## src/rtl/saboteur_pkg.sv

```systemverilog
// saboteur_pkg: fault-mode encodings and injection counter width shared by the saboteur cells.
package saboteur_pkg;
  localparam logic [1:0] FM_SA0  = 2'b00;
  localparam logic [1:0] FM_SA1  = 2'b01;
  localparam logic [1:0] FM_FLIP = 2'b10;
  localparam logic [1:0] FM_HOLD = 2'b11;
  localparam int CNT_W = 16;
endpackage

```

## src/rtl/basic_saboteur.sv

```systemverilog
// basic_saboteur: single-bit fault cell with its own hold flop and fault-mode mux.
module basic_saboteur
  import saboteur_pkg::*;
(
  input  logic       i_clk,
  input  logic       i_rst,
  input  logic       i_sig,
  input  logic       i_en,
  input  logic [1:0] i_ctrl,
  output logic       o_sig
);
  logic hold_q, hold_d, frz;
  assign frz = i_en && (i_ctrl == FM_HOLD);
  always_comb begin
    hold_d = frz ? hold_q : i_sig;
    o_sig  = !i_en ? i_sig :
             i_ctrl == FM_SA0  ? 1'b0 :
             i_ctrl == FM_SA1  ? 1'b1 :
             i_ctrl == FM_FLIP ? ~i_sig : hold_q;
  end
  always_ff @(posedge i_clk)
    hold_q <= i_rst ? 1'b0 : hold_d;
endmodule

```

## src/rtl/super_saboteur.sv

```systemverilog
// super_saboteur: WIDTH-bit in-line fault injector; SABOTEUR_INJ_COUNT_EN adds an injection-cycle counter.
module super_saboteur
  import saboteur_pkg::*;
#(
  parameter int WIDTH = 1
) (
  input  logic             i_clk,
  input  logic             i_rst,
  input  logic [WIDTH-1:0] i_sig,
  input  logic             i_en_super_sabouter,
  input  logic [WIDTH-1:0] i_en_basic_sabouter,
  input  logic [1:0]       i_ctrl,
`ifdef SABOTEUR_INJ_COUNT_EN
  output logic [CNT_W-1:0] o_inj_cnt,
  output logic             o_inj_active,
`endif
  output logic [WIDTH-1:0] o_sig
);
  logic [WIDTH-1:0] en;
  assign en = {WIDTH{i_en_super_sabouter}} & i_en_basic_sabouter;
  for (genvar g = 0; g < WIDTH; g++) begin : g_bit
    basic_saboteur u_bit (
      .i_clk  (i_clk),
      .i_rst  (i_rst),
      .i_sig  (i_sig[g]),
      .i_en   (en[g]),
      .i_ctrl (i_ctrl),
      .o_sig  (o_sig[g])
    );
  end
`ifdef SABOTEUR_INJ_COUNT_EN
  logic [CNT_W-1:0] cnt_q, cnt_d;
  // saturates rather than wrapping so long campaigns never under-report
  always_comb
    cnt_d = (|en && !(&cnt_q)) ? cnt_q + 1'b1 : cnt_q;
  always_ff @(posedge i_clk)
    cnt_q <= i_rst ? '0 : cnt_d;
  assign o_inj_cnt    = cnt_q;
  assign o_inj_active = |en;
`endif
endmodule

```

## config.mk

```make
export PLATFORM = sky130hd
export DESIGN_NAME = super_saboteur
export DESIGN_NICKNAME = d
export VERILOG_FILES = /design/src/rtl/saboteur_pkg.sv /design/src/rtl/basic_saboteur.sv /design/src/rtl/super_saboteur.sv
export SDC_FILE = /design/constraint.sdc
export NUM_CORES = 1
export LEC_CHECK = 0
export BUFFER_PORTS_ARGS = -buffer_cell sky130_fd_sc_hd__buf_2
export CAP_MARGIN = 40
export CORE_AREA = 10 10 47 49
export DETAILED_ROUTE_END_ITERATION = 10
export DIE_AREA = 0 0 57 59
export GPL_ROUTABILITY_DRIVEN = 0
export SYNTH_ARGS = -nofsm -noshare
export SYNTH_HDL_FRONTEND = slang
export SYNTH_SLANG_ARGS = --single-unit
```

## constraint.sdc

```tcl
create_clock -name i_clk -period 1.7 [get_ports i_clk]
set_input_delay 0.425 -clock i_clk [delete_from_list [all_inputs] [get_ports i_clk]]
set_output_delay 0.425 -clock i_clk [all_outputs]
set_load 0.01 [all_outputs]
```

==> results of run 1 <==
-- cell families after synthesis --
family / after synthesis / share of synthesized area [%]
compound gates: 1 / 12.1
flops: 1 / 27.6
simple gates: 6 / 41.4
buf+inv: 1 / 5.17
mux: 1 / 13.8
-- tightest hold or removal path, stage by stage (launching register included) --
cell	delay [ps]
dfxtp_1	300
mux2i_1	70
nor2_1	70
-- where the power goes --
group	internal, W	switching [W]
combinational	0.0000124	0.00000971
sequential	0.0000254	0.000000634
clock	0	0
-- layout make-up --
class	count	area share (%)
inverter	1	2.65
multi-input combinational	8	34.5
sequential	1	14.2
tap	16	14.2
timing repair buffer	8	34.5
-- path summary, 6_finish.rpt --
path	to	cells past startpoint	slack, ps	start
max	o_sig	5	40	i_ctrl[1]
min reg2reg	g_bit[0].u_bit.hold_q$_SDFFE_PP0N_	2	480	g_bit[0].u_bit.hold_q$_SDFFE_PP0N_
min	g_bit[0].u_bit.hold_q$_SDFFE_PP0N_	2	480	g_bit[0].u_bit.hold_q$_SDFFE_PP0N_
max reg2reg	g_bit[0].u_bit.hold_q$_SDFFE_PP0N_	2	1130	g_bit[0].u_bit.hold_q$_SDFFE_PP0N_
-- synth_stat cells --
cell / number
mux2i_1: 1
nand4_1: 1
nand3_1: 1
o2111ai_1: 1
inv_1: 1
nand2_1: 2
nor2_1: 1
or4_1: 1
dfxtp_1: 1
-- placed cells by master, fill, tap and decap left out, drive strengths merged --
master,count
inv,1
nand2,2
nand3,1
or4,1
dfxtp,1
mux2i,1
o2111ai,1
nor2,1
nand4,1
buf,8
-- per-stage QoR --
stage / utilization [%] / cell area, um^2 / instances / hold WS, ps / power (W)
4_1_cts: 9.64 / 135 / 34 / 492 / 0.0000468
3_5_place_dp: 9.64 / 135 / 34 / 491 / 0.0000467
2_1_floorplan: - / 72.6 / 10 / 461 / 0.0000328
3_3_place_gp: 9.64 / 135 / 34 / 492 / 0.0000463
6_report: 10.1 / 141 / 34 / 484 / 0.0000481
5_1_grt: 10.1 / 141 / 34 / 537 / 0.0000509
-- routing by layer --
| metal | global-route usage, % | routed length, um |
|---|---|---|
| met5 | 0 | 0 |
| met4 | 0 | 0 |
| met3 | 0.644 | 35 |
| met2 | 2.48 | 85 |
| met1 | 1.64 | 121 |
==> impl_results.md, run 1 <==
* Synth area leaders: dfxtp_1 (28%), mux2i_1 (14%), o2111ai_1 (12%), nand2_1 (10%), or4_1 (10%)
* Largest Register: g_bit.u_bit.hold_q
* Final min period at about 1700 ps
* Row Count at 14
* Regs by FF count: g_bit.u_bit.hold_q: 1 flops
* Initial cell density of the core at 5.18%
* Total track usage at under 10%
* Synthesized area at about 73 um^2
* Unique masters post-synth at 9
* Drt via density at approximately 3.1
* Pwr per Cell Area at about 340 nW/um^2
* Crit Path Class: input port to primary output
* Area delta synth->final at 94.8%
* Critical path peak fanout at 2
* Cell family with most CP delay: simple AND/OR/NAND/NOR gates
* Largest area contributor in the netlist: dfxtp_1
* Post-CTS setup repair buffer count at 0
* CP endpoint kind: primary output
* Routed wire length at ~240 um
* Reg clk slew, reported paths at 0 ps
* Via count at roughly 110
* Detailed-route wire length per cell at 7.12 um
* I/O pin total at 8
* Vias in the first global route at 131
* FILL cells at 170
* Worst Skew at 0 ps
* Worst rel slew slack at around nine tenths
* Worst Tran Pin Value at roughly 160 ps
* Post-synth top area share at 27.6%
* Final worst slack at ~38 ps
* First-pass DRT Iterations at 2
* Period utilisation layout at 97.8%
* Die height at about 59 um
* Post-CTS sizing at 0
* Drt drc at 0
* Final setup fails at 0
* Worst hold path type: flip-flop to flip-flop
* Core Area at 1400 um^2
* Max VDD drop at about 0.13 mV
* Crit-path max cell delay at 510 ps
* Register area share after synthesis at between 20 and 30%
* Largest net degree at the start of global routing at 4
* Fin. Hold Viols at 0
* ANT cells at 0
* Final net count at 27
* Initial antenna violation count at 0
* Seq cells post-synth at 1
* Synth Area per Inst at 7.26 um^2
* CP required at ~1300 ps
* CP Cell Sequence: buf_6 > inv_2 > or4_1 > nand3_1 > buf_2
* Detail Route Antenna Nets at 0
* Arrival time at the worst endpoint at about 1200 ps
* Synth warn at 0
* DIE WIDTH at 57 um
* CP bufs+invs at 3
* MaxCap Viol Count at 0
* Setup tns final at 0 ps
* Global route overflow at 0
* Slowest-stage cell, CP: or4_1
* # hold bufs at CTS at 0
* Multi-input logic area at roughly 49 um^2
* Fmax achieved at between 600 and 700 MHz
* Final Max Slew Viols at 0
* Buffers on Ports at 7
* Post-synthesis instance total at 10
* Die Area at 3360 um^2
* Outcome: complete, no violations
* DRT iter0 DRCs at 4
* Leakage at approximately 0.07 nW
* Skew-Pair Late Insertion Delay at 0 ps
* Startpoint Class: input port
* First-pass GRT wire length at 455 um
* RSZ-0062 raised after global routing: no
* Syn_nets at 17
* Pre-CTS WS at slightly below 10 ps
* Post-DP HPWL at ~240 um
* Max FFs per register at 1
* Layout cells sized above 1 at between 50% and 60%
* FF+latch area at roughly 20 um^2
Note: power is estimated with default switching activity, not from simulation.
==> run 2: changes to the inputs <==
--- a/config.mk
+++ b/config.mk
@@ -11,6 +11,7 @@
 export DETAILED_ROUTE_END_ITERATION = 10
 export DIE_AREA = 0 0 57 59
 export GPL_ROUTABILITY_DRIVEN = 0
+export PLACE_DENSITY_LB_ADDON = 0.12
 export SYNTH_ARGS = -nofsm -noshare
 export SYNTH_HDL_FRONTEND = slang
 export SYNTH_SLANG_ARGS = --single-unit
==> run 2 against run 1 <==
- worst hold slack improved by 31 ps
- die area did not move
- largest power group unchanged
- maximum frequency fell by 0.36%
- via count fell by 3.8%
- sequential share of layout area rose by 0.66 points
- setup slack got worse by 5.9 ps
==> impl_results.md, run 2 (synthesis gave the netlist of run 1 again) <==
* Detail Route Antenna Nets at 0
* Final min period at 1670 ps
* FF+latch area at 20.0 um^2
* Arrival time at the worst endpoint at between 1000 and 1500 ps
* ANT cells at 0
* Post-CTS sizing at 0
* Fmax achieved at ~600 MHz
* Most frequent cells in the layout: buf_2 (7), nand2_1 (2)
* Register share of total power at between 50% and 60%
* Row Count at 14
* Routed wire length at between 200 and 300 um
* Final net count at 27
* Setup tns final at 0 ps
* Initial antenna violation count at 0
* Switching part of the total power at between 20% and 30%
* Drt via density at around 3
* Sw power at approximately 0.000011 W
* Total track usage at between 1 and 1.5%
* I/O pin total at 8
* DIE WIDTH at 57 um
* Worst hold path type: flip-flop to flip-flop
* RSZ-0062 raised after global routing: no
* Area delta synth->final at 86.2%
* Core Area at 1400 um^2
* Post-CTS setup repair buffer count at 0
* Worst Tran Pin Value at approximately 150 ps
* Logic pwr share at ~44%
* First-pass GRT wire length at roughly 370 um
* Fin. Hold Viols at 0
* Slowest-stage cell, CP: or4_1
* Startpoint Class: input port
* Vias in the first global route at 70
* Regs by FF count: g_bit.u_bit.hold_q: 1 flops
* Design Area, Final at 135 um^2
* First-pass DRT Iterations at 4
* Outcome: complete, no violations
* CP required at between 1000 and 1500 ps
* Placed cells at 34
* Initial cell density of the core at 5.18%
* Layout cells sized above 1 at 44.4%
* Global route overflow at 0
* Crit-path max cell delay at about 500 ps
* CP bufs+invs at 3
* CP endpoint kind: primary output
* Final setup fails at 0
* Reg clk slew, reported paths at 0 ps
* Drt drc at 0
* Max VDD drop at around 0.12 mV
* FILL cells at about 170
* Clock power share at 0%
* MaxCap Viol Count at 0
* Critical path peak fanout at 2
* Die Area at 3360 um^2
* Commonest non-fill, non-tap cell in the layout: buf_2
* Multi-input logic area at between 40 and 50 um^2
* Int Pwr at roughly 0.000036 W
* Buffers on Ports at 7
* # hold bufs at CTS at 0
* Placed Area at around 140 um^2
* Final Max Slew Viols at 0
* Critical path's most frequent cell: buf_2
* Largest net degree at the start of global routing at 4
* Detailed-route wire length per cell at around 8 um
* Worst Skew at 0 ps
* Cell family with most CP delay: simple AND/OR/NAND/NOR gates
* DRT iter0 DRCs at 5
* Die height at 59 um
* Via count at 102
* Pwr per Cell Area at roughly 350 nW/um^2
* CP Cell Sequence: buf_2 > inv_1 > or4_1 > nand3_1 > buf_2
* Leakage at just under 0.07 nW
* Largest Register: g_bit.u_bit.hold_q
* Crit Path Class: input port to primary output
* Period utilisation layout at between 90% and 100%
* Skew-Pair Late Insertion Delay at 0 ps
* Max FFs per register at 1
* Post-DP HPWL at between 200 and 250 um
* Final non-filler cell total at 34
* Worst rel slew slack at roughly nine tenths
## run 2: cell counts in the layout (fill, tap and decap cells not counted)
No cell type changed its count.
## run 2: area by class of cell
type	count	area share, %
multi-input combinational	8	36.1
sequential	1	14.8
timing repair buffer	8	31.5
tap	16	14.8
inverter	1	2.78
## run 2: worst paths after layout
check,start,to,slack [ps],depth (start not counted)
max,i_ctrl[1],o_sig,30,5
min,g_bit[0].u_bit.hold_q$_SDFFE_PP0N_,g_bit[0].u_bit.hold_q$_SDFFE_PP0N_,520,2
max reg2reg,g_bit[0].u_bit.hold_q$_SDFFE_PP0N_,g_bit[0].u_bit.hold_q$_SDFFE_PP0N_,1090,2
min reg2reg,g_bit[0].u_bit.hold_q$_SDFFE_PP0N_,g_bit[0].u_bit.hold_q$_SDFFE_PP0N_,520,2
## run 2: layer usage
| layer | GRT usage [%] | up-vias | wire, um |
|---|---|---|---|
| met2 | 0.310 | 12 | 32 |
| li1 | - | 54 | - |
| met5 | 0 | - | 0 |
| met4 | 0 | 0 | 0 |
| met3 | 0.858 | 0 | 63 |
| met1 | 2.84 | 36 | 175 |
## run 2: worst register-to-register path, cell delays in order, from the launching register on
cell and delay (ps):
dfxtp_1 290, mux2i_1 150, nor2_1 50
## run 2: power by group through the flow
stage               registers, W    logic, W  clock network, W
floorplan              0.0000259  0.00000690                 0
global placement       0.0000262   0.0000206                 0
detailed placement     0.0000261   0.0000205                 0
CTS                    0.0000261   0.0000206                 0
global route           0.0000264   0.0000229                 0
finish                 0.0000262   0.0000207                 0
## run 2: metrics by stage
stage	total power, W	hold WS (ps)	utilization, %	setup slack [ps]
6_report	0.0000469	515	9.64	32.0
5_1_grt	0.0000493	567	9.64	7.83
4_1_cts	0.0000468	511	9.64	12.9
3_5_place_dp	0.0000465	504	9.64	14.0
3_3_place_gp	0.0000468	504	9.64	2.36
2_1_floorplan	0.0000328	461	-	202
